### src/rtl/demux16.sv
// Packet-aware 1-to-16 stream demultiplexer with a one-entry registered output stage.
// The destination is sampled on a packet's first beat and held until the last beat.
module demux16 #(
    parameter int unsigned DATA_WIDTH = 64
) (
    input  logic                  clk,
    input  logic                  rst_n,
    input  logic                  in_valid,
    output logic                  in_ready,
    input  logic [DATA_WIDTH-1:0] in_data,
    input  logic                  in_last,
    input  logic [3:0]            sel,
    output logic [15:0]           out_valid,
    input  logic [15:0]           out_ready,
    output logic [DATA_WIDTH-1:0] out_data,
    output logic                  out_last,
    output logic                  busy
);

    typedef enum logic [0:0] {StIdle, StLock} state_e;

    state_e                st_q, st_d;
    logic [3:0]            pkt_ch_q, pkt_ch_d;
    logic                  hold_v_q, hold_v_d;
    logic [3:0]            hold_ch_q, hold_ch_d;
    logic [DATA_WIDTH-1:0] hold_data_q, hold_data_d;
    logic                  hold_last_q, hold_last_d;
    logic [15:0]           out_valid_q, out_valid_d;

    logic                  acc;
    logic                  drn;
    logic [3:0]            dest;

    // Ready ignores in_valid and is forced low while reset is asserted.
    assign in_ready = rst_n & (~hold_v_q | out_ready[hold_ch_q]);

    always_comb begin
        acc  = in_valid & in_ready;
        drn  = hold_v_q & out_ready[hold_ch_q];
        dest = (st_q == StLock) ? pkt_ch_q : sel;

        hold_v_d    = hold_v_q;
        hold_ch_d   = hold_ch_q;
        hold_data_d = hold_data_q;
        hold_last_d = hold_last_q;
        out_valid_d = out_valid_q;

        // A new beat replaces the held one even when it drains in the same cycle.
        if (acc) begin
            hold_v_d    = 1'b1;
            hold_ch_d   = dest;
            hold_data_d = in_data;
            hold_last_d = in_last;
            out_valid_d = 16'd1 << dest;
        end else if (drn) begin
            hold_v_d    = 1'b0;
            out_valid_d = '0;
        end
    end

    always_comb begin
        st_d     = st_q;
        pkt_ch_d = pkt_ch_q;
        if (acc) begin
            unique case (st_q)
                StIdle: begin
                    if (!in_last) begin
                        st_d     = StLock;
                        pkt_ch_d = sel;
                    end
                end
                StLock: begin
                    if (in_last) begin
                        st_d = StIdle;
                    end
                end
                default: st_d = StIdle;
            endcase
        end
    end

    always_ff @(posedge clk or negedge rst_n) begin
        if (!rst_n) begin
            st_q        <= StIdle;
            pkt_ch_q    <= '0;
            hold_v_q    <= 1'b0;
            hold_ch_q   <= '0;
            hold_data_q <= '0;
            hold_last_q <= 1'b0;
            out_valid_q <= '0;
        end else begin
            st_q        <= st_d;
            pkt_ch_q    <= pkt_ch_d;
            hold_v_q    <= hold_v_d;
            hold_ch_q   <= hold_ch_d;
            hold_data_q <= hold_data_d;
            hold_last_q <= hold_last_d;
            out_valid_q <= out_valid_d;
        end
    end

    assign out_valid = out_valid_q;
    assign out_data  = hold_data_q;
    assign out_last  = hold_last_q;
    assign busy      = (st_q == StLock) | hold_v_q;

endmodule

### config.mk
export PLATFORM = sky130hd
export DESIGN_NAME = demux16
export DESIGN_NICKNAME = d
export VERILOG_FILES = /design/src/rtl/demux16.sv
export SDC_FILE = /design/constraint.sdc
export NUM_CORES = 1
export LEC_CHECK = 0
export ABC_AREA = 0
export CORE_MARGIN = 2
export CORE_UTILIZATION = 42
export CTS_CLUSTER_SIZE = 14
export DETAILED_ROUTE_END_ITERATION = 12
export HOLD_SLACK_MARGIN = 0.08
export PLACE_DENSITY_LB_ADDON = 0.25
export SLEW_MARGIN = 20
export SYNTH_ARGS = -nofsm -noshare
export SYNTH_HDL_FRONTEND = slang
export SYNTH_SLANG_ARGS = --single-unit
export TNS_END_PERCENT = 10
### constraint.sdc
create_clock -name clk -period 2.97 [get_ports clk]
set_input_delay 0.594 -clock clk [delete_from_list [all_inputs] [get_ports clk]]
set_output_delay 0.594 -clock clk [all_outputs]
set_load 0.05 [all_outputs]
==> impl_metrics.json, run 1 <==
{
  "synth-seq-cells": 91,
  "root_buffer": "clkbuf_8",
  "via_per_inst": 5.21,
  "die_w_um": 102,
  "cts_max_level": 3,
  "place_congestion": 0.780,
  "synthXorXnorAreaFrac_pct": 0,
  "start_util_pct": 43.7,
  "seq_area_frac_synth_pct": 55.9,
  "hold_class": "flop to flop",
  "final.fill_count": 709,
  "nNetsFinal": 566,
  "hold_slack_ns": 0.510,
  "pwr-share-seq_pct": 28.1,
  "crit_arrival_ns": 2.32,
  "synth.most_common_cell": "dfrtp_1",
  "synthCells": 301,
  "synth-simple-area-share_pct": 6.85,
  "grtUsageTotal_pct": 19.5,
  "async_flop_share_pct": 100,
  "setup.worst_path.end_class": "primary output",
  "intPower_mw": 4.22,
  "clock_power_share_pct": 11.8,
  "final_area_um2": 6190,
  "clkTransAtPathRegs_ns": 0.08,
  "slew_headroom_pct": 50.5,
  "cts_buffers": 9,
  "p_total_mw": 8.01,
  "cts_buffer_depth": 2,
  "synth_compound_area_share_pct": 8.97,
  "grt_pass1_wl_um": 15700,
  "clock.fmax_mhz": 343,
  "grt_pass1_vias": 3064,
  "placed_area_um2": 5950,
  "synth-warning-count": 0,
  "drc_errors": 0,
  "slowest_stage": "mux4_2",
  "crit_family": "multiplexers",
  "synthAdderAreaFrac_pct": 0,
  "wirelength_um": 10600,
  "synth_top_area_cell": "dfrtp_1",
  "crit_chain": "clkdlybuf4s50_1, mux2_1, mux4_2, o22ai_2, nor2_1, buf_4",
  "grt_setup_unrepaired": "false",
  "postLayoutCoreUtil_pct": 66.4,
  "synth_top_family_by_area": "multiplexers",
  "cp-start-kind": "input pin",
  "run_status": "complete, no violations",
  "row_count": 35,
  "clock-sinks": 91,
  "cts_tree": "yes",
  "portBuffers": 170,
  "yosys_most_used_dff": "dfrtp_1",
  "synthTopCellsByCount": "dfrtp_1 (91), mux2_2 (41), mux2_4 (30), nand2_1 (24)",
  "diodes": 0,
  "peakVddDrop_mv": 0.611,
  "fin_tns_setup_ns": 0,
  "core_area_um2": 9330,
  "die_area_um2": 10500,
  "synth.top_cells.by_area": "dfrtp_1 (56%), mux2_2 (11%), mux2_4 (11%), a221o_1 (3.7%), nand2_1 (2.2%)",
  "clock_latency_ns": 0.36,
  "maxCapViolations": 0,
  "slew_viol_final": 0,
  "tightest_slew_ns": 0.743,
  "areaGrowthSynthToFinish_pct": 52.0,
  "synth_edf_count": 0,
  "yosysTopAreaCellShare_pct": 55.9,
  "first_pass_iters": 4,
  "drtIter0Drc": 106,
  "grt_overflow": 0,
  "dp_hpwl_um": 7910,
  "power_frac_comb_pct": 60.1,
  "power_density_nw_per_um2": 1290,
  "grt_antenna_before_repair": 0,
  "critical_path_class": "input pin to primary output",
  "drive_gt1_share_pct": 21.9,
  "dr_total_vias": 3189,
  "synth.avg_cell_area_um2": 13.5,
  "drtAntennaViolNets": 0,
  "hold_viol": 0,
  "p_sw_mw": 3.78,
  "required_ns": 2.38,
  "p_leak_nw": 2.57,
  "skew_ns": 0.0139,
  "grt_max_degree": 62,
  "synth.net_count": 389,
  "finalSetupViolCount": 0,
  "cp_max_fo": 2,
  "synthMuxAreaShare_pct": 25.3,
  "critical_path_buf_inv_count": 2,
  "wire_per_inst_um": 17.3,
  "crit_path_max_incr_delay_ns": 0.50,
  "ios": 171,
  "fin_crit_ns": 2.91,
  "syn_area_um2": 4070,
  "die_y_um": 102,
  "synth_cell_type_count": 33,
  "post-route-period-util_pct": 98.0,
  "switching_share_pct": 47.3
}
## cells in the final DEF (no fill, tap or decap), drive strengths merged
cell and count:
mux2 73, and3b 1, o31ai 1, a22oi 1
dlygate4sd3 1, bufinv 2, o32ai 1, o221a 1
a21oi 5, a31oi 2, nor3b 2, clkdlybuf4s50 168
clkbuf 11, buf 12, dfrtp 91, o22ai 1
nor3 17, a32oi 1, nor2 10, o22a 2
inv 4, mux2i 3, clkinv 4, nand3 1
a221o 15, nand2b 4, o21ai 20, nand2 24
or2 1, mux4 3, and2 1
## final timing paths
kind                                 endpoint  slack, ns          start  depth (start not counted)
worst max-delay path                 in_ready       0.06  out_ready[14]                          6
worst min-delay path             out_data[56]       0.51   out_data[56]                          1
worst max register to register   out_data[18]       0.52   hold_ch_q[2]                          6
worst min register to register   out_data[56]       0.51   out_data[56]                          1
max in group asynchronous        out_data[18]       1.32          rst_n                          3
min in group asynchronous       out_valid[11]       0.65          rst_n                          2
## per-layer routing
metal / GRT usage [%] / share of wire, %
met1: 24.3 / 41
met2: 33.5 / 51
met3: 4.58 / 6.2
met4: 6.26 / 1.7
met5: 0 / 0
## what timing repair did
action	CTS	global route
buffers inserted	0	0
hold buffers	1	0
setup endpoints to repair	0	1
hold endpoints to repair	1	0
gates resized for setup	0	1
## power groups by stage
stage	clock [mW]	sequential (mW)	combinational, mW
finish	0.947	2.25	4.81
global route	1.02	2.33	5.00
CTS	0.972	2.25	4.84
detailed placement	0	2.27	4.83
global placement	0	2.24	4.75
floorplan	0	4.08	1.36
## layout make-up
| type | instances | area [um^2] | area share (%) |
|---|---|---|---|
| timing repair buffer | 181 | 1820 | 29.4 |
| multi-input combinational | 190 | 1690 | 27.2 |
| inverter | 5 | 18.8 | 0.303 |
| tap | 129 | 161 | 2.61 |
| clock inverter | 5 | 86.3 | 1.39 |
| clock buffer | 11 | 141 | 2.28 |
| sequential | 91 | 2280 | 36.8 |
## flip-flops by register name (all words and copies together) (netlist names)
register / count
hold_ch_q: 4
hold_v_q: 1
out_data: 64
out_last: 1
out_valid: 16
pkt_ch_q: 4
st_q: 1
## logic make-up after synthesis
| logic type | after synthesis |
|---|---|
| AND/OR/NAND/NOR | 61 |
| AO/OA/AOI/OAI | 50 |
| multiplexers | 79 |
| buffers and inverters | 20 |
| flip-flops | 91 |
## metrics by stage
step	setup slack, ns	std cells
floorplan	0.233	301
global placement	0.0464	595
detailed placement	0.0236	595
CTS	0.0413	612
global route	0.0112	612
finish	0.0580	612
No activity file was read; power rests on OpenSTA's default activity.
==> inputs of run 2 (changes only) <==
--- a/config.mk
+++ b/config.mk
@@ -10,6 +10,7 @@
 export CORE_UTILIZATION = 42
 export CTS_CLUSTER_SIZE = 14
 export DETAILED_ROUTE_END_ITERATION = 12
+export GPL_ROUTABILITY_DRIVEN = 0
 export HOLD_SLACK_MARGIN = 0.08
 export PLACE_DENSITY_LB_ADDON = 0.25
 export SLEW_MARGIN = 20
==> results of run 2 <==
Same layout as run 1: the final DEF is identical, and so are final timing and power.
==> inputs of run 3 (changes only) <==
--- a/config.mk
+++ b/config.mk
@@ -8,12 +8,12 @@
 export ABC_AREA = 0
 export CORE_MARGIN = 2
 export CORE_UTILIZATION = 42
-export CTS_CLUSTER_SIZE = 14
+export CTS_CLUSTER_SIZE = 20
 export DETAILED_ROUTE_END_ITERATION = 12
 export GPL_ROUTABILITY_DRIVEN = 0
 export HOLD_SLACK_MARGIN = 0.08
+export MAX_ROUTING_LAYER = met4
 export PLACE_DENSITY_LB_ADDON = 0.25
-export SLEW_MARGIN = 20
 export SYNTH_ARGS = -nofsm -noshare
 export SYNTH_HDL_FRONTEND = slang
 export SYNTH_SLANG_ARGS = --single-unit
==> run 3 against run 2 <==
Against the previous run: clock skew decreased by 0.00088 ns; cell count is the same; highest routed layer unchanged; die area unchanged.
==> impl_metrics.json, run 3 (synthesis gave the netlist of run 1 again) <==
{
  "crit_arrival_ns": 2.32,
  "ios": 171,
  "fin_crit_ns": 2.91,
  "clkTransAtPathRegs_ns": 0.08,
  "cp_max_fo": 2,
  "grt_setup_unrepaired": "false",
  "r2r_slack_ns": 0.52,
  "cts_max_level": 3,
  "critical_path_class": "input pin to primary output",
  "holdPathEnd": "out_data[56]",
  "post-route-period-util_pct": 98.1,
  "skew_ns": 0.0130,
  "die_y_um": 102,
  "layout_common_cells": "clkdlybuf4s50_1 (168), dfrtp_1 (90), mux2_2 (41)",
  "crit_family": "multiplexers",
  "hold_slack_ns": 0.510,
  "dp_hpwl_um": 7910,
  "first_pass_iters": 4,
  "hold_path_depth": 1,
  "grtUsageTotal_pct": 20.1,
  "maxCapViolations": 0,
  "grt_pass1_vias": 3061,
  "grt_max_degree": 62,
  "cts_setup_buffers": 0,
  "power_density_nw_per_um2": 1290,
  "run_status": "complete, no violations",
  "critical_path_buf_inv_count": 2,
  "diodes": 0,
  "tightest_slew_ns": 0.747,
  "cts_buffer_depth": 2,
  "setup.worst_path.end_class": "primary output",
  "cp-start-kind": "input pin",
  "drc_errors": 0,
  "clock.fmax_mhz": 343,
  "slew_viol_final": 0,
  "row_count": 35,
  "fin_tns_setup_ns": 0,
  "largest_reg_flops": 64,
  "reg2reg_to": "out_data[18]",
  "crit_chain": "clkdlybuf4s50_1, mux2_1, mux4_2, o22ai_2, nor2_1, buf_4",
  "reg2reg_from": "hold_ch_q[2]",
  "portBuffers": 170,
  "wirelength_um": 10600,
  "grt_antenna_before_repair": 0,
  "drtIter0Drc": 102,
  "start_util_pct": 43.7,
  "clock-sinks": 91,
  "p_leak_nw": 2.57,
  "grt_pass1_wl_um": 15800,
  "slew_headroom_pct": 50.2,
  "nNetsFinal": 566,
  "final_common_cell": "clkdlybuf4s50_1",
  "slowest_stage": "mux4_2",
  "dr_total_vias": 3162,
  "r2r.worst_path.cells": 6,
  "via_per_inst": 5.17,
  "required_ns": 2.38,
  "die_w_um": 102,
  "peakVddDrop_mv": 0.613,
  "min-delay-start": "out_data[56]",
  "core_area_um2": 9330,
  "root_buffer": "clkbuf_8",
  "finalSetupViolCount": 0,
  "clock_latency_ns": 0.36,
  "hold_class": "flop to flop",
  "cts_buffers": 9,
  "grt_overflow": 0,
  "wire_per_inst_um": 17.3,
  "hold_viol": 0,
  "crit_path_max_incr_delay_ns": 0.50,
  "areaGrowthSynthToFinish_pct": 52.0,
  "drive_gt1_share_pct": 21.9,
  "cts_tree": "yes",
  "die_area_um2": 10500,
  "drtAntennaViolNets": 0
}
-- run 3: cell counts in the layout (fill, tap and decap cells not counted) --
Identical to the previous run, type by type.
-- run 3: power breakdown --
group	internal [mW]	total (mW)	leakage, nW	switching (mW)
Clock	0.502	0.949	0.114	0.447
Combinational	1.88	4.81	1.36	2.93
Sequential	1.84	2.25	1.10	0.411
Total	4.22	8.00	2.57	3.78
-- run 3: worst register-to-register path, cell delays in order, from the launching register on --
cell and delay (ns):
dfrtp_2 0.48, mux2_1 0.35, mux4_2 0.50, buf_4 0.16, o221a_4 0.33, buf_4 0.23
mux2_2 0.30
-- run 3: what timing repair did --
item	in CTS	in global routing
hold buffers	1	0
setup endpoints to repair	0	1
hold endpoints to repair	1	0
gates resized for setup	0	1
-- run 3: per-layer routing --
layer  wire length [um]  track usage [%]  part of all wire [%]
met1               4430             24.6                    42
met3                601             4.38                   5.7
met5                  0                -                     0
met2               5380             33.5                    51
met4                181             6.26                   1.7
-- run 3: cell type report --
type | instances | area, um^2
Clock buffer | 11 | 141
Clock inverter | 5 | 86.3
Fill cell | 709 | 3140
Inverter | 5 | 18.8
Multi-Input combinational cell | 190 | 1690
Sequential cell | 91 | 2280
Tap cell | 129 | 161
Timing Repair Buffer | 181 | 1820
-- run 3: per-stage QoR --
stage | setup slack (ns) | cell area (um^2) | power [mW] | cells | util [%]
detailed placement | 0.0236 | 5950 | 7.10 | 595 | 63.8
CTS | 0.0413 | 6190 | 8.06 | 612 | 66.4
global route | 0.0112 | 6190 | 8.35 | 612 | 66.4
floorplan | 0.233 | 4070 | 5.43 | 301 | -
finish | 0.0579 | 6190 | 8.00 | 612 | 66.4
global placement | 0.0464 | 5950 | 7.00 | 595 | 63.8
-- run 3: how the worst max path moves through the flow --
stage	from	end	slack, ns	cells past startpoint
detailed placement	out_ready[14]	out_data[18]	0.02	7
global placement	out_ready[14]	in_ready	0.05	6
finish	out_ready[14]	in_ready	0.06	6
global route	out_ready[10]	in_ready	0.01	6
CTS	out_ready[14]	in_ready	0.04	6
floorplan	out_ready[14]	in_ready	0.23	5
